### config.mk
export PLATFORM = sky130hd
export DESIGN_NAME = fp_div_post
export DESIGN_NICKNAME = d
export VERILOG_FILES = /design/src/rtl/fp_div_pkg.sv /design/src/rtl/fp_classify.sv /design/src/rtl/fp_div_post.sv
export SDC_FILE = /design/constraint.sdc
export NUM_CORES = 1
export LEC_CHECK = 0
export CAP_MARGIN = 20
export CORE_MARGIN = 10
export CORE_UTILIZATION = 26
export DETAILED_ROUTE_END_ITERATION = 8
export PLACE_DENSITY = 0.61
export SLEW_MARGIN = 20
export SYNTH_ARGS = -nofsm -noshare
export SYNTH_HDL_FRONTEND = slang
export SYNTH_SLANG_ARGS = --single-unit
### constraint.sdc
create_clock -name clk -period 2.3 [get_ports clk]
set_clock_uncertainty 0.1 [all_clocks]
set_input_delay 0.23 -clock clk [delete_from_list [all_inputs] [get_ports clk]]
set_output_delay 0.23 -clock clk [all_outputs]
set_load 0.02 [all_outputs]
### src/rtl/fp_div_pkg.sv
// Shared types and constants for the binary32 divider post-processing stage.
package fp_div_pkg;

    localparam int unsigned EXP_BIAS = 127;
    localparam int unsigned EXP_MAX  = 255;

    localparam logic [31:0] QNAN_32    = 32'h7FC0_0000;
    localparam logic [31:0] POS_INF_32 = 32'h7F80_0000;

    // Bit positions inside the {nv, dz, of, uf} flag vector
    localparam int unsigned FLAG_NV = 3;
    localparam int unsigned FLAG_DZ = 2;
    localparam int unsigned FLAG_OF = 1;
    localparam int unsigned FLAG_UF = 0;

    localparam logic signed [9:0] EXP_MAX_S  = 10'sd255;
    localparam logic signed [9:0] EXP_ZERO_S = 10'sd0;

    typedef enum logic [1:0] {
        ZERO,
        NORMAL,
        INF,
        NAN
    } fp_class_t;

    typedef struct packed {
        logic             sign;
        fp_class_t        cls_a;
        fp_class_t        cls_b;
        logic [9:0]       exp;
        logic [22:0]      frac;
    } s1_payload_t;

endpackage

### src/rtl/fp_classify.sv
// Combinational binary32 operand classifier; denormals are treated as zero.
module fp_classify
    import fp_div_pkg::*;
(
    input  logic [31:0] op_i,
    output fp_class_t   cls_o
);

    logic [7:0]  exp_field;
    logic [22:0] frac_field;

    assign exp_field  = op_i[30:23];
    assign frac_field = op_i[22:0];

    always_comb begin
        cls_o = NORMAL;
        if (exp_field == 8'h00) begin
            cls_o = ZERO;
        end else if (exp_field == 8'hFF) begin
            cls_o = (frac_field == 23'h0) ? INF : NAN;
        end
    end

    logic unused_sign;
    assign unused_sign = op_i[31];

endmodule

### src/rtl/fp_div_post.sv
// Two-stage valid/ready exception and range handling after the raw divider core.
// Optional FP_DIV_POST_STICKY_FLAGS_EN adds flags_clr / sticky_flags.
module fp_div_post
    import fp_div_pkg::*;
#(
    parameter int unsigned DATA_WIDTH = 32,
    parameter logic [31:0] QNAN       = QNAN_32
) (
    input  logic        clk,
    input  logic        rst_n,
    input  logic        in_valid,
    output logic        in_ready,
    input  logic [31:0] in1,
    input  logic [31:0] in2,
    input  logic [31:0] div_out,
    output logic        out_valid,
    input  logic        out_ready,
    output logic [31:0] out,
    output logic [3:0]  flags
`ifdef FP_DIV_POST_STICKY_FLAGS_EN
    ,
    input  logic        flags_clr,
    output logic [3:0]  sticky_flags
`endif
);

    if (DATA_WIDTH != 32) begin : g_bad_width
        $error("fp_div_post supports DATA_WIDTH == 32 only");
    end

    fp_class_t   cls_a, cls_b;
    s1_payload_t s1_q, s1_d;
    logic        s1_valid_q, s1_valid_d;
    logic        s2_valid_q, s2_valid_d;
    logic [31:0] out_q, out_d;
    logic [3:0]  flags_q, flags_d;
    logic        s2_load, in_fire;
    logic [31:0] res;
    logic [3:0]  res_flags;
    logic        frac_lt;
    logic [9:0]  exp_calc;
    logic signed [9:0] s1_exp;

    fp_classify u_cls_a (
        .op_i  (in1),
        .cls_o (cls_a)
    );

    fp_classify u_cls_b (
        .op_i  (in2),
        .cls_o (cls_b)
    );

    assign s2_load  = !s2_valid_q || out_ready;
    assign in_ready = !s1_valid_q || s2_load;
    assign in_fire  = in_valid && in_ready;

    // Same hidden bit on both sides, so the mantissa compare reduces to the fractions
    assign frac_lt  = in1[22:0] < in2[22:0];
    assign exp_calc = {2'b00, in1[30:23]} - {2'b00, in2[30:23]} + 10'(EXP_BIAS)
                    - {9'd0, frac_lt};

    assign s1_exp = $signed(s1_q.exp);

    always_comb begin
        res       = {s1_q.sign, 31'h0};
        res_flags = 4'h0;
        if (s1_q.cls_a == NAN || s1_q.cls_b == NAN) begin
            res              = QNAN;
            res_flags[FLAG_NV] = 1'b1;
        end else if ((s1_q.cls_a == ZERO && s1_q.cls_b == ZERO) ||
                     (s1_q.cls_a == INF && s1_q.cls_b == INF)) begin
            res              = QNAN;
            res_flags[FLAG_NV] = 1'b1;
        end else if (s1_q.cls_a == NORMAL && s1_q.cls_b == ZERO) begin
            res              = {s1_q.sign, POS_INF_32[30:0]};
            res_flags[FLAG_DZ] = 1'b1;
        end else if (s1_q.cls_a == INF) begin
            res = {s1_q.sign, POS_INF_32[30:0]};
        end else if (s1_q.cls_a == ZERO || s1_q.cls_b == INF) begin
            res = {s1_q.sign, 31'h0};
        end else if (s1_exp >= EXP_MAX_S) begin
            res              = {s1_q.sign, POS_INF_32[30:0]};
            res_flags[FLAG_OF] = 1'b1;
        end else if (s1_exp <= EXP_ZERO_S) begin
            res              = {s1_q.sign, 31'h0};
            res_flags[FLAG_UF] = 1'b1;
        end else begin
            res = {s1_q.sign, s1_q.exp[7:0], s1_q.frac};
        end
    end

    always_comb begin
        s1_valid_d = s1_valid_q;
        s1_d       = s1_q;
        s2_valid_d = s2_valid_q;
        out_d      = out_q;
        flags_d    = flags_q;
        if (s2_load) begin
            s1_valid_d = 1'b0;
            s2_valid_d = s1_valid_q;
            if (s1_valid_q) begin
                out_d   = res;
                flags_d = res_flags;
            end
        end
        if (in_fire) begin
            s1_valid_d = 1'b1;
            s1_d.sign  = in1[31] ^ in2[31];
            s1_d.cls_a = cls_a;
            s1_d.cls_b = cls_b;
            s1_d.exp   = exp_calc;
            s1_d.frac  = div_out[22:0];
        end
    end

    always_ff @(posedge clk or negedge rst_n) begin
        if (!rst_n) begin
            s1_valid_q <= 1'b0;
            s1_q       <= '0;
            s2_valid_q <= 1'b0;
            out_q      <= 32'h0;
            flags_q    <= 4'h0;
        end else begin
            s1_valid_q <= s1_valid_d;
            s1_q       <= s1_d;
            s2_valid_q <= s2_valid_d;
            out_q      <= out_d;
            flags_q    <= flags_d;
        end
    end

    assign out_valid = s2_valid_q;
    assign out       = out_q;
    assign flags     = flags_q;

    logic unused_div_hi;
    assign unused_div_hi = ^div_out[31:23];

`ifdef FP_DIV_POST_STICKY_FLAGS_EN
    logic [3:0] sticky_q, sticky_d;

    // A set from this cycle's handshake overrides a simultaneous clear
    always_comb begin
        sticky_d = flags_clr ? 4'h0 : sticky_q;
        if (s2_valid_q && out_ready) begin
            sticky_d = sticky_d | flags_q;
        end
    end

    always_ff @(posedge clk or negedge rst_n) begin
        if (!rst_n) begin
            sticky_q <= 4'h0;
        end else begin
            sticky_q <= sticky_d;
        end
    end

    assign sticky_flags = sticky_q;
`endif

endmodule

==> key figures, run 1 <==
Timing
  – Final Setup Violations: 7
  – Worst setup slack after layout: -0.474 ns
  – Fin crit period: 2.77 ns
  – F_max: 360 MHz
  – Tcrit/Tclk final: 121%
  – Worst-Margin Slew: 0.464 ns
  – RSZ-0062 raised after global routing: yes
  – Final Hold Viols: 0
  – Pins Over Slew Limit: 0
  – Relative slew slack: 69.1%

Layout
  – Layout cells sized above 1: 36.2%
  – Final design utilization: 43.7%
  – Area Growth Syn to Fin: 63.0%
  – # diodes: 0
  – Final net count: 751

GRT
  – First-pass GRT wire length: 20600 um
  – GRT Max-Usage Layer: met2
  – Antenna violations before repair: 0
  – Number of global-route vias before repair: 4132
  – Total grt overflow: 0
  – M3 GR Usage: 3.28%
  – Met1 Use GR: 13.3%
  – GRT Total Usage: 11.4%
  – Grt met2 use: 20.2%
  – Pin count of the biggest net entering global routing: 41

Setup path
  – Critical-path top delay cell: fa_2
  – CP Cell Sequence: buf_8 -> inv_12 -> ha_4 -> a21o_1 -> a21oi_2 -> nor2_1 -> o211ai_1 -> o311a_1 -> o21ai_2 -> ha_2 -> ha_4 -> fa_2 -> a21o_1 -> a21oi_2 -> o21bai_1 -> a21oi_2 -> xor2_1 -> o21ai_1
  – Worst Path Buf+Inv: 2
  – CP max FO: 2
  – CP max stage delay: 0.35 ns
  – Delay-heaviest family, CP: compound AO/OA/AOI/OAI gates
  – Critical path required time: 2.41 ns
  – Critical path type: in2reg
  – Worst Path Arrival: 2.88 ns
  – CP Capture Type: flop
  – Top cell by count, worst path: a21oi_2
  – Startpoint types: primary input

Routing
  – Routed wire length: 12700 um
  – Starting DRT DRC Count: 109
  – Via density: 4.58
  – Routed via count: 3809
  – DRT Pass-1 Iters: 4
  – # DRC: 0
  – DR WL/cell: 15.2 um
  – Routed Antenna Nets: 0

Pwr
  – Power, Total: 5.22 mW
  – Static Leak: 3.09 nW
  – PD cells: 744 nW/um2
  – Max IR drop VDD: 0.284 mV

Yosys
  – Asr flop ratio synth: 100%
  – Post-synth EDFFs: 0
  – Synthesized cell area: 4310 um2
  – Most common cell in the netlist: dfrtp_1
  – Top post-synthesis cells by area: dfrtp_1, ha_1, mux2_2, a22o_1, inv_1
  – Yosys top cell area share: 44.2%
  – Synth area leader: dfrtp_1
  – Avg Cell Area, Syn: 10.3 um2
  – Netlist cell types: 46
  – Sequential-to-total area share from yosys stat: 44.2%
  – Post-Syn Nets: 558
  – Syn Inst Count: 418
  – YS warnings: 0
  – Ys flop type: dfrtp_1
  – Synthesis-stage register bit count: 76
  – Post-synth top cells: dfrtp_1, inv_1, ha_1

Die
  – Die width: 149 um
  – Initial Util: 26.8%
  – Io pins: 138
  – Die footprint: 22100 um2
  – Die Height: 149 um
  – Total core area: 16100 um2
  – Row count: 46

Clocking
  – CTS Buf Count: 9
  – TritonCTS clock tree: yes
  – Worst-case clock buffer depth: 2
  – Htree depth: 3
  – Clk sink count: 76
  – Worst-Skew Late Latency: 0.33 ns
  – Clk Tree Root Cell: clkbuf_16
  – Clk pin slew, worst setup/hold paths: 0.05 ns

Placed design
  – Port bufs: 128
  – HPWL Detailed: 10200 um
  – GP Congestion: 0.870

Outcome
  – Outcome: complete, but fails checks
  – Violated checks: negative setup slack

Worst hold path
  – Worst Hold Class: in2reg

Job
  – Max-Cap Viols: 0
## where the power goes
group          internal [mW]  leakage, nW  switching, mW  total, mW
Clock                  0.834        0.139          0.502       1.34
Combinational           1.10         2.02          0.942       2.04
Sequential              1.63        0.939          0.222       1.85
## worst register-to-register path: stages, from the launching register on
cell and delay [ns]:
dfrtp_1 0.42, nor4_1 0.29, a31oi_1 0.14, nand2_1 0.13, nor2_2 0.07, buf_12 0.15
a22o_1 0.21
## metal layers
layer,up-vias,share of wire [%]
met5,-,0
met4,0,0.84
met3,10,6.0
met2,91,51
met1,1822,42
li1,1886,-
## placed cells by master, fill, tap and decap left out, drive strengths merged, types with 2 or more instances in the layout
cell type,Yosys,layout
fa,2,2
o21a,4,4
nor4,15,15
nand3,9,9
o21ai,21,21
a21o,9,9
clkbuf,2,23
a21oi,20,20
dfrtp,76,76
clkdlybuf4s50,0,74
inv,40,40
xor2,8,8
clkinv,1,4
nor3,9,9
xnor2,7,7
a211oi,3,3
mux2,26,26
buf,10,91
a31oi,3,3
nor2,28,28
nand4,12,12
a22o,25,25
nand2b,8,8
ha,38,38
nand2,25,25
dlygate4sd2,0,12
nor2b,2,2
clkdlybuf4s15,0,3
and2,2,2
## layout make-up
| type | instances | area [um2] |
|---|---|---|
| Sequential cell | 76 | 1900 |
| Fill cell | 1504 | 9040 |
| Timing Repair Buffer | 194 | 1720 |
| Inverter | 41 | 205 |
| Tap cell | 216 | 270 |
| Clock buffer | 11 | 233 |
| Multi-Input combinational cell | 289 | 2640 |
| Clock inverter | 5 | 52.6 |
## registers in the layout, summed over array words and instances (netlist names)
signal	cells
flags	4
out	32
out_valid	1
s1_exp	10
s1_q	28
s1_valid_q	1
## logic make-up after synthesis
logic type | after synthesis | synth area share (%)
buffers and inverters | 53 | 5.23
AND/OR/NAND/NOR | 112 | 12.9
multiplexers | 26 | 6.80
AO/OA/AOI/OAI | 96 | 15.9
flip-flops | 76 | 44.2
XOR/XNOR | 15 | 3.05
adder cells (fa/ha/maj) | 40 | 12.0
## timing repair
action | in CTS | in global routing
resized for setup | 201 | 43
pin swaps | 51 | 30
setup endpoints to repair | 10 | 8
buffers inserted | 6 | 2
gates cloned | 0 | 0
hold endpoints to repair | 36 | 0
hold buffers | 1 | 0
## final timing paths
path                       slack, ns  cells past startpoint         to  startpoint
hold / removal                  0.20                      5   s1_q[35]     in1[14]
setup / recovery               -0.47                     18  s1_exp[7]      in2[8]
setup reg to reg                0.67                      6     out[4]   s1_exp[6]
hold reg to reg                 0.38                      2   flags[2]    flags[2]
max in group asynchronous       1.22                      3   s1_q[37]       rst_n
min in group asynchronous       0.30                      2    out[16]       rst_n
## per-stage QoR
| step | cell area (um2) | setup WS (ns) | hold slack [ns] | TNS (ns) | cells |
|---|---|---|---|---|---|
| after floorplan | 4500 | -0.587 | -0.166 | -2.09 | 418 |
| after global placement | 6450 | -1.44 | 0.110 | -10.35 | 807 |
| after detailed placement | 6450 | -1.50 | 0.119 | -10.77 | 807 |
| after CTS | 6980 | -0.539 | 0.200 | -2.11 | 830 |
| after global routing | 7020 | -0.669 | 0.208 | -3.02 | 832 |
| final | 7020 | -0.474 | 0.198 | -1.94 | 832 |
(Power assumes the default switching activity.)
==> run 2, diff against run 1 <==
--- a/config.mk
+++ b/config.mk
@@ -9,6 +9,7 @@
 export CORE_MARGIN = 10
 export CORE_UTILIZATION = 26
 export DETAILED_ROUTE_END_ITERATION = 8
+export GPL_ROUTABILITY_DRIVEN = 0
 export PLACE_DENSITY = 0.61
 export SLEW_MARGIN = 20
 export SYNTH_ARGS = -nofsm -noshare
==> results of run 2 <==
The final DEF is identical to that of run 1; final timing and power are the same.
==> run 3, diff against run 2 <==
--- a/config.mk
+++ b/config.mk
@@ -10,7 +10,7 @@
 export CORE_UTILIZATION = 26
 export DETAILED_ROUTE_END_ITERATION = 8
 export GPL_ROUTABILITY_DRIVEN = 0
-export PLACE_DENSITY = 0.61
+export PLACE_DENSITY_LB_ADDON = 0.3
 export SLEW_MARGIN = 20
 export SYNTH_ARGS = -nofsm -noshare
 export SYNTH_HDL_FRONTEND = slang
==> key figures, run 3 (synthesis results as in run 1) <==
Routing
  – DR WL/cell: 15.1 um
  – Starting DRT DRC Count: 94
  – Via density: 4.59
  – DRT Pass-1 Iters: 4
  – # DRC: 0
  – Routed via count: 3785
  – Routed wire length: 12400 um
  – Routed Antenna Nets: 0

Clocking
  – Htree depth: 3
  – Clk Tree Root Cell: clkbuf_16
  – Clk sink count: 76
  – Worst-case clock buffer depth: 2
  – Worst-Skew Late Latency: 0.33 ns
  – CTS Buf Count: 9
  – TritonCTS clock tree: yes
  – Clk pin slew, worst setup/hold paths: 0.05 ns

Setup path
  – CP Capture Type: flop
  – Critical path type: in2reg
  – Worst Path Arrival: 2.89 ns
  – Startpoint types: primary input
  – CP max FO: 2
  – Critical path required time: 2.42 ns

Die
  – Total core area: 16100 um2
  – Initial Util: 26.8%
  – Die width: 149 um
  – Die Height: 149 um
  – Io pins: 138
  – Die footprint: 22100 um2
  – Row count: 46

Layout
  – Final design utilization: 43.1%
  – Non-filler cells, final: 824
  – Layout cells sized above 1: 33.1%
  – Commonest non-fill, non-tap cell in the layout: dfrtp_1
  – Fin area: 6910 um2
  – Flip-flop count of the largest register after layout: 32
  – # fillers: 1513
  – # diodes: 0
  – Most frequent cells in the layout: dfrtp_1, clkdlybuf4s50_1, buf_4
  – Area Growth Syn to Fin: 60.5%
  – Final net count: 744

Timing
  – Worst-Margin Slew: 0.924 ns
  – Setup tns final: -1.84 ns
  – Final Hold Viols: 0
  – Fin crit period: 2.77 ns
  – Pins Over Slew Limit: 0
  – RSZ-0062 raised after global routing: yes
  – Tcrit/Tclk final: 121%
  – Worst setup slack after layout: -0.472 ns
  – Relative slew slack: 38.4%
  – Final Setup Violations: 8
  – F_max: 361 MHz

GRT
  – Total grt overflow: 0
  – GRT Total Usage: 11.4%
  – Number of global-route vias before repair: 4113
  – First-pass GRT wire length: 20500 um
  – Pin count of the biggest net entering global routing: 77
  – Antenna violations before repair: 1

Placed design
  – Placed inst area: 6400 um2
  – Place WS: -1.39 ns
  – Placed insts: 804
  – Port bufs: 128
  – HPWL Detailed: 9850 um

Outcome
  – Outcome: complete, but fails checks
  – Violated checks: negative setup slack

Pwr
  – PD cells: 750 nW/um2
  – Static Leak: 3.06 nW
  – Max IR drop VDD: 0.363 mV

Job
  – Max-Cap Viols: 0

Worst hold path
  – Worst Hold Class: in2reg
-- run 3: final cells by class --
cell class	count	area, um2	area share (%)
Multi-Input combinational cell	289	2580	37.3
Timing Repair Buffer	187	1670	24.1
Inverter	41	208	3.00
Clock inverter	2	35.0	0.507
Tap cell	216	270	3.91
Clock buffer	13	250	3.62
Sequential cell	76	1900	27.5
-- run 3: report_power, final --
part           internal (mW)  total [mW]  switching [mW]
combinational           1.05        1.98           0.926
sequential              1.63        1.84           0.216
clock                  0.862        1.37           0.504
-- run 3: layer usage --
| metal | share of wire, % | global-route usage, % |
|---|---|---|
| met4 | 2.1 | 4.76 |
| met2 | 43 | 17.4 |
| met5 | 0.088 | 0 |
| met3 | 7.1 | 3.55 |
| met1 | 48 | 14.4 |
-- run 3: final timing paths --
path,startpoint,endpoint,slack [ns],cells past startpoint
worst min-delay path,in2[7],s1_q[33],0.20,5
worst max-delay path,in1[2],s1_exp[7],-0.47,15
worst max register to register,s1_exp[6],out[5],0.62,6
worst min register to register,out[31],out[31],0.37,2
min in group asynchronous,rst_n,s1_q[7],0.49,2
max in group asynchronous,rst_n,out[22],1.02,2
-- run 3: through the flow --
step           hold slack, ns  power (mW)
6_report                0.198        5.19
3_3_place_gp            0.318        3.74
5_1_grt                 0.243        5.54
2_1_floorplan          -0.166        2.86
3_5_place_dp            0.336        3.78
4_1_cts                 0.215        5.23
-- run 3: worst max-delay path, cell delays in order --
cell           delay [ns]
dlygate4sd2_1        0.28
ha_4                 0.25
a211oi_2             0.22
o21a_1               0.14
o311a_1              0.18
o21ai_2              0.06
ha_2                 0.20
ha_4                 0.17
fa_2                 0.38
a21o_1               0.17
a21oi_2              0.14
o21bai_1             0.10
a21oi_2              0.15
xor2_1               0.15
o21ai_1              0.08
-- run 3: repair_timing --
| action | in CTS | in global routing |
|---|---|---|
| gates cloned | 0 | 0 |
| hold buffers | 1 | 0 |
| endpoints found under the setup margin | 10 | 8 |
| pin swaps | 50 | 32 |
| resized for setup | 166 | 46 |
| hold endpoints to repair | 76 | 0 |
| buffers inserted | 3 | 2 |
